**config.mk**
```make
export PLATFORM = sky130hd
export DESIGN_NAME = stump_mem_arbiter_flat
export DESIGN_NICKNAME = d
export VERILOG_FILES = /design/src/rtl/stump_mem_pkg.sv /design/src/rtl/stump_mem_arbiter_if.sv /design/src/rtl/stump_rr_pick.sv /design/src/rtl/stump_mem_arbiter.sv /design/src/flat_wrapper.sv
export SDC_FILE = /design/constraint.sdc
export NUM_CORES = 1
export LEC_CHECK = 0
export BUFFER_PORTS_ARGS = -buffer_cell sky130_fd_sc_hd__buf_2
export CAP_MARGIN = 10
export CORE_MARGIN = 4
export CORE_UTILIZATION = 42
export CTS_CLUSTER_SIZE = 28
export DETAILED_ROUTE_END_ITERATION = 12
export PLACE_DENSITY = 0.76
export RECOVER_POWER = 50
export SLEW_MARGIN = 20
export SYNTH_ARGS = -nofsm -noshare
export SYNTH_HDL_FRONTEND = slang
export SYNTH_HIERARCHICAL = 1
export SYNTH_SLANG_ARGS = --single-unit
```
**constraint.sdc**
```tcl
create_clock -name clk -period 1.65 [get_ports clk]
set_input_delay 0.2475 -clock clk [delete_from_list [all_inputs] [get_ports clk]]
set_output_delay 0.2475 -clock clk [all_outputs]
set_load 0.02 [all_outputs]
```
**src/rtl/stump_mem_pkg.sv**
```systemverilog
// Shared types and defaults for the Stump memory-port arbiter.
package stump_mem_pkg;

   localparam int ADDR_W_DEF = 16;
   localparam int DATA_W_DEF = 16;
   localparam int CNT_W      = 3;

   typedef enum logic [1:0] {
      IDLE   = 2'd0,
      ACCESS = 2'd1,
      RESP   = 2'd2
   } state_e;

   typedef enum logic {
      CPU = 1'b0,
      DBG = 1'b1
   } owner_e;

endpackage

```
**src/rtl/stump_mem_arbiter_if.sv**
```systemverilog
// One requester port of the arbiter: level request held until a one-cycle ack.
interface stump_mem_arbiter_if #(
   parameter int ADDR_W = stump_mem_pkg::ADDR_W_DEF,
   parameter int DATA_W = stump_mem_pkg::DATA_W_DEF
) ();

   logic              req;
   logic              wen;
   logic [ADDR_W-1:0] addr;
   logic [DATA_W-1:0] wdata;
   logic [DATA_W-1:0] rdata;
   logic              ack;

   modport master (output req, output wen, output addr, output wdata,
                   input rdata, input ack);

   modport slave  (input req, input wen, input addr, input wdata,
                   output rdata, output ack);

endinterface

```
**src/rtl/stump_rr_pick.sv**
```systemverilog
// Two-way round-robin picker; halt masks the processor request.
module stump_rr_pick
   import stump_mem_pkg::*;
(
   input  logic   cpu_req,
   input  logic   dbg_req,
   input  logic   dbg_halt,
   input  owner_e last_grant,
   output logic   grant_valid,
   output owner_e grant_owner
);

   logic cpu_ok;

   assign cpu_ok = cpu_req & ~dbg_halt;

   always_comb begin
      // NOTE: every output gets a default first so no latch is inferred.
      grant_valid = cpu_ok | dbg_req;
      grant_owner = DBG;
      if (cpu_ok && dbg_req) begin
         grant_owner = (last_grant == CPU) ? DBG : CPU;
      end else if (cpu_ok) begin
         grant_owner = CPU;
      end
   end

endmodule

```
**src/rtl/stump_mem_arbiter.sv**
```systemverilog
// Shares the single Stump memory port between the processor and the host port,
// sequencing each access as strobe, wait states, capture and a one-cycle ack.
module stump_mem_arbiter
   import stump_mem_pkg::*;
#(
   parameter int ADDR_W      = ADDR_W_DEF,
   parameter int DATA_W      = DATA_W_DEF,
   parameter int WAIT_STATES = 1
) (
   input  logic              clk,
   input  logic              rst,
   stump_mem_arbiter_if.slave cpu,
   stump_mem_arbiter_if.slave dbg,
   output logic              cpu_stall,
   input  logic              dbg_halt,
   output logic              halted,
   output logic [ADDR_W-1:0] mem_addr,
   output logic [DATA_W-1:0] mem_wdata,
   output logic              mem_ren,
   output logic              mem_wen,
   input  logic [DATA_W-1:0] mem_rdata
);

   state_e             state_q, state_d;
   owner_e             owner_q, last_grant_q;
   logic               wen_q;
   logic [ADDR_W-1:0]  addr_q;
   logic [DATA_W-1:0]  wdata_q;
   logic [CNT_W-1:0]   cnt_q;
   logic               grant_valid;
   owner_e             grant_owner;

   stump_rr_pick u_pick (
      .cpu_req     (cpu.req),
      .dbg_req     (dbg.req),
      .dbg_halt    (dbg_halt),
      .last_grant  (last_grant_q),
      .grant_valid (grant_valid),
      .grant_owner (grant_owner)
   );

   // NOTE: all sequential state uses non-blocking assignments.
   always_ff @(posedge clk or negedge rst) begin
      if (!rst) state_q <= IDLE;
      else      state_q <= state_d;
   end

   always_comb begin
      state_d = state_q;
      case (state_q)
         IDLE:    if (grant_valid) state_d = ACCESS;
         ACCESS:  if (cnt_q == '0) state_d = RESP;
         RESP:    state_d = IDLE;
         default: state_d = IDLE;
      endcase
   end

   // Request latches, wait counter, capture registers and fairness memory.
   always_ff @(posedge clk or negedge rst) begin
      if (!rst) begin
         owner_q      <= CPU;
         last_grant_q <= DBG;
         wen_q        <= 1'b0;
         addr_q       <= '0;
         wdata_q      <= '0;
         cnt_q        <= '0;
         cpu.rdata    <= '0;
         dbg.rdata    <= '0;
      end else begin
         case (state_q)
            IDLE: if (grant_valid) begin
               owner_q <= grant_owner;
               wen_q   <= (grant_owner == CPU) ? cpu.wen   : dbg.wen;
               addr_q  <= (grant_owner == CPU) ? cpu.addr  : dbg.addr;
               wdata_q <= (grant_owner == CPU) ? cpu.wdata : dbg.wdata;
               cnt_q   <= CNT_W'(WAIT_STATES);
            end
            ACCESS: begin
               if (cnt_q != '0) begin
                  cnt_q <= cnt_q - 3'd1;
               end else if (owner_q == CPU) begin
                  cpu.rdata <= wen_q ? '0 : mem_rdata;
               end else begin
                  dbg.rdata <= wen_q ? '0 : mem_rdata;
               end
            end
            RESP:    last_grant_q <= owner_q;
            default: ;
         endcase
      end
   end

   always_comb begin
      mem_addr  = addr_q;
      mem_wdata = wdata_q;
      mem_ren   = (state_q == ACCESS) && !wen_q;
      mem_wen   = (state_q == ACCESS) && wen_q;
      cpu.ack   = (state_q == RESP) && (owner_q == CPU);
      dbg.ack   = (state_q == RESP) && (owner_q == DBG);
      cpu_stall = cpu.req && !cpu.ack;
      halted    = dbg_halt && !((state_q != IDLE) && (owner_q == CPU));
   end

endmodule

```
**src/flat_wrapper.sv**
```systemverilog
// flat-port wrapper written by rule: the top's interface ports become plain ports
module stump_mem_arbiter_flat import stump_mem_pkg::*;
#(
   parameter int ADDR_W      = ADDR_W_DEF,
   parameter int DATA_W      = DATA_W_DEF,
   parameter int WAIT_STATES = 1
)
  (clk, rst, cpu_stall, dbg_halt, halted, mem_addr, mem_wdata, mem_ren, mem_wen, mem_rdata, cpu_req, cpu_wen, cpu_addr, cpu_wdata, cpu_rdata, cpu_ack, dbg_req, dbg_wen, dbg_addr, dbg_wdata, dbg_rdata, dbg_ack);
  stump_mem_arbiter_if #(.ADDR_W(ADDR_W), .DATA_W(DATA_W)) cpu_i ();
  stump_mem_arbiter_if #(.ADDR_W(ADDR_W), .DATA_W(DATA_W)) dbg_i ();
  input  logic clk;
  input  logic rst;
  output logic cpu_stall;
  input  logic dbg_halt;
  output logic halted;
  output logic [ADDR_W-1:0] mem_addr;
  output logic [DATA_W-1:0] mem_wdata;
  output logic mem_ren;
  output logic mem_wen;
  input  logic [DATA_W-1:0] mem_rdata;
  input wire logic [$bits(cpu_i.req)-1:0] cpu_req;
  input wire logic [$bits(cpu_i.wen)-1:0] cpu_wen;
  input wire logic [$bits(cpu_i.addr)-1:0] cpu_addr;
  input wire logic [$bits(cpu_i.wdata)-1:0] cpu_wdata;
  output wire logic [$bits(cpu_i.rdata)-1:0] cpu_rdata;
  output wire logic [$bits(cpu_i.ack)-1:0] cpu_ack;
  input wire logic [$bits(dbg_i.req)-1:0] dbg_req;
  input wire logic [$bits(dbg_i.wen)-1:0] dbg_wen;
  input wire logic [$bits(dbg_i.addr)-1:0] dbg_addr;
  input wire logic [$bits(dbg_i.wdata)-1:0] dbg_wdata;
  output wire logic [$bits(dbg_i.rdata)-1:0] dbg_rdata;
  output wire logic [$bits(dbg_i.ack)-1:0] dbg_ack;
  assign cpu_i.req = cpu_req;
  assign cpu_i.wen = cpu_wen;
  assign cpu_i.addr = cpu_addr;
  assign cpu_i.wdata = cpu_wdata;
  assign cpu_rdata = cpu_i.rdata;
  assign cpu_ack = cpu_i.ack;
  assign dbg_i.req = dbg_req;
  assign dbg_i.wen = dbg_wen;
  assign dbg_i.addr = dbg_addr;
  assign dbg_i.wdata = dbg_wdata;
  assign dbg_rdata = dbg_i.rdata;
  assign dbg_ack = dbg_i.ack;
  stump_mem_arbiter #(.ADDR_W(ADDR_W), .DATA_W(DATA_W), .WAIT_STATES(WAIT_STATES)) u_core (.clk(clk), .rst(rst), .cpu(cpu_i), .dbg(dbg_i), .cpu_stall(cpu_stall), .dbg_halt(dbg_halt), .halted(halted), .mem_addr(mem_addr), .mem_wdata(mem_wdata), .mem_ren(mem_ren), .mem_wen(mem_wen), .mem_rdata(mem_rdata));
endmodule
```
==> impl_metrics.toml <==
[synthesis]
synth_area_per_cell_um2 = 12.0
yosysSeqAreaShare = 0.553
ys_warn_count = 6
synth_commonest_cells = "dfrtp_1 (71), nor2_1 (40), mux2i_1 (34)"
synth_edf_count = 0
synth_top_flop_cell = "dfrtp_1"
synthCells = 271
synth_top_area_frac = 0.545
synth_seq_cells = 72
syn_nets = 360
yosys-top-cells-area = "dfrtp_1 (54%), mux2i_1 (10%), mux2_2 (7.9%), a21oi_1 (5.1%), mux2_4 (4.6%)"
syn_area_mm2 = 0.00326
yosys.cell_count.top_type = "dfrtp_1"
async_flop_share = 1.00
yosysTopAreaCell = "dfrtp_1"
yosys.cell_types.count = 30

[min_path]
min_from = "cpu_wdata[13]"
min_path_type = "in2reg"
min_path_cells = 3
whs_endpoint = "u_core/mem_wdata[13]$_DFFE_PN0P_"

[run_status]
violations = "negative setup slack"
status = "finished with violations"

[clock_network]
h-tree-depth = 3
clock-root-buffer = "clkbuf_8"
clock_latency_ps = 330
clkSinkCount = 72
cts_tree = "done"
cts.clk_slew.worst_paths_ps = 80
cts-buffers-inserted = 9
cts_max_path_buffers = 2

[sta]
setup_violations = 17
hold_ws_ps = 212
tightestPinTransition_ps = 867
post-route-period-util = 1.04
skew_ps = 8.49
slew_headroom = 0.422
setup_tns_ps = -502
fin_crit_ps = 1710
slew_viol_final = 0
rsz0062_at_grt = "yes"
worst_slack_ps = -62.0
finalHoldViolations = 0
max_freq_mhz = 584

[drt]
met3WireLength_um = 747
wl_met2_mm = 3.89
viasPerCell = 4.83
routed_wl_mm = 7.99
wl_met1_mm = 3.27
dr_total_vias = 2662
initialDrtViolationCount = 55
dr.pass1.iters = 4
route.detailed.drc = 0
top_layer = "met4"
wl_per_cell_um = 14.5
final_antenna_net_count = 0

[placed_design]
port_buffers = 156
routabilityCongestion = 0.714
placed_cell_area_mm2 = 0.00424
dp_hpwl_mm = 5.88

[pwr]
combinationalPowerShare = 0.489
clkPwrFrac = 0.157
p_leak_nw = 2.47
net-switching-power_w = 0.00339
irDropWorstVdd_mv = 0.787
power_density_mw_per_mm2 = 1830
pwr-share-seq = 0.354
sw_frac_of_total = 0.403
intPower_w = 0.00502

[critical_path]
worstSetupPathType = "reg2reg"
slowest_stage = "dfrtp_1"
worst-path-max-fanout = 4
critPathRequiredTime_ps = 1870
arrival_ps = 1930
rrSetupSlack_ps = -60
critPathCaptureType = "flip-flop"
r2r_cells = 5
r2r-end = "u_core/cpu.rdata[8]$_DFFE_PN0P_"
worst_setup_path_start_kind = "flip-flop"
reg2reg_from = "u_core/state_q[1]$_DFFE_PN0P_"
cpPeakStageDelay_ps = 410
path_cells = "buf_4 -> and4bb_4 -> and2_4 -> bufbuf_16 -> mux2_4"

[floorplan]
start_util = 0.440
die_area_mm2 = 0.00924
die_y_um = 96.1
core_area_mm2 = 0.00741
ios = 157
die_w_um = 96.1
row_count = 31

[layout]
drive_gt1_frac = 0.515
fin_nets = 536
antennaDiodeCount = 0
layout-area-overhead-vs-synth_pct = 40.9
final_util = 0.621
design_area_mm2 = 0.00460

[grt]
grtUsageTotal = 0.170
grt_pass1_wl_mm = 12.1
grt_pass1_vias = 2559
grt_overflow = 0
antenna_found_initial = 0
grt_max_degree = 40

[run]
maxCapViolCount = 0
[kinds of logic after synthesis]
logic type / Yosys count / synth area share
AO/OA/AOI/OAI: 42 / 0.0713
flip-flops: 72 / 0.553
adder cells (fa/ha/maj): 2 / 0.00767
AND/OR/NAND/NOR: 65 / 0.101
buffers and inverters: 23 / 0.0380
multiplexers: 67 / 0.230
[area by class of cell]
type	instances	area [um2]
Sequential cell	72	1800
Tap cell	99	124
Inverter	7	26.3
Fill cell	643	2810
Clock inverter	3	23.8
Timing Repair Buffer	181	1060
Multi-Input combinational cell	176	1390
Clock buffer	13	169
[state kept, by name, summed over array words and instances (netlist names)]
signal,cells
u_core/cnt_q,3
u_core/cpu.rdata,16
u_core/dbg.rdata,16
u_core/last_grant_q,1
u_core/mem_addr,16
u_core/mem_wdata,16
u_core/owner_q,1
u_core/state_q,2
u_core/wen_q,1
[power groups by stage]
stage	Clock (W)	Combinational, W	Sequential, W
global placement	0	0.00373	0.00298
floorplan	0	0.00169	0.00377
CTS	0.00137	0.00407	0.00298
finish	0.00132	0.00412	0.00298
detailed placement	0	0.00385	0.00299
global route	0.00146	0.00443	0.00308
[stage by stage]
| step | total power, W | cells | setup slack (ps) |
|---|---|---|---|
| global placement | 0.00671 | 524 | 48.8 |
| CTS | 0.00841 | 550 | -55.5 |
| global route | 0.00896 | 551 | -118 |
| floorplan | 0.00546 | 271 | 15.9 |
| finish | 0.00841 | 551 | -62.0 |
| detailed placement | 0.00684 | 524 | -13.3 |
[worst max-delay path by stage]
| stage | from | end | cells past startpoint |
|---|---|---|---|
| floorplan | u_core/cnt_q[0]$_DFFE_PN0P_ | u_core/cpu.rdata[10]$_DFFE_PN0P_ | 7 |
| global placement | u_core/cnt_q[1]$_DFFE_PN0P_ | u_core/cpu.rdata[11]$_DFFE_PN0P_ | 6 |
| detailed placement | u_core/cnt_q[1]$_DFFE_PN0P_ | u_core/cpu.rdata[12]$_DFFE_PN0P_ | 6 |
| CTS | u_core/state_q[0]$_DFFE_PN0P_ | cpu_stall | 5 |
| global route | u_core/state_q[0]$_DFFE_PN0P_ | dbg_ack | 4 |
| finish | u_core/state_q[1]$_DFFE_PN0P_ | u_core/cpu.rdata[8]$_DFFE_PN0P_ | 5 |
[repair_timing]
action                                 in CTS  in global routing
endpoints found under the hold margin      32                  0
pin swaps                                   2                  1
setup endpoints to repair                  14                 40
resized for setup                          11                 10
setup buffers                               8                  1
hold buffers                                1                  0
gates cloned                                1                  0
[per-layer routing]
metal	vias to the layer above	track usage
met3	7	0.0399
met4	0	0.0675
met1	1260	0.206
met2	108	0.290
li1	1287	-
met5	-	0
[critical path, delay by kind of cell, from the launching register on]
family | cells | cell delay (ps)
mux | 1 | 290
flops | 1 | 410
simple gates | 2 | 490
buf+inv | 2 | 410
[placed cells by master, fill, tap and decap left out, types with 3 or more instances in the layout]
cell type	instances
a21oi_1	33
buf_4	17
nor2_1	37
buf_12	3
mux2_2	22
dfrtp_1	71
mux2_4	11
buf_6	8
nor2_2	3
nor2b_1	17
mux2i_1	34
clkbuf_8	12
clkbuf_1	11
buf_2	140
inv_1	5
No activity file was read; power rests on OpenSTA's default activity.
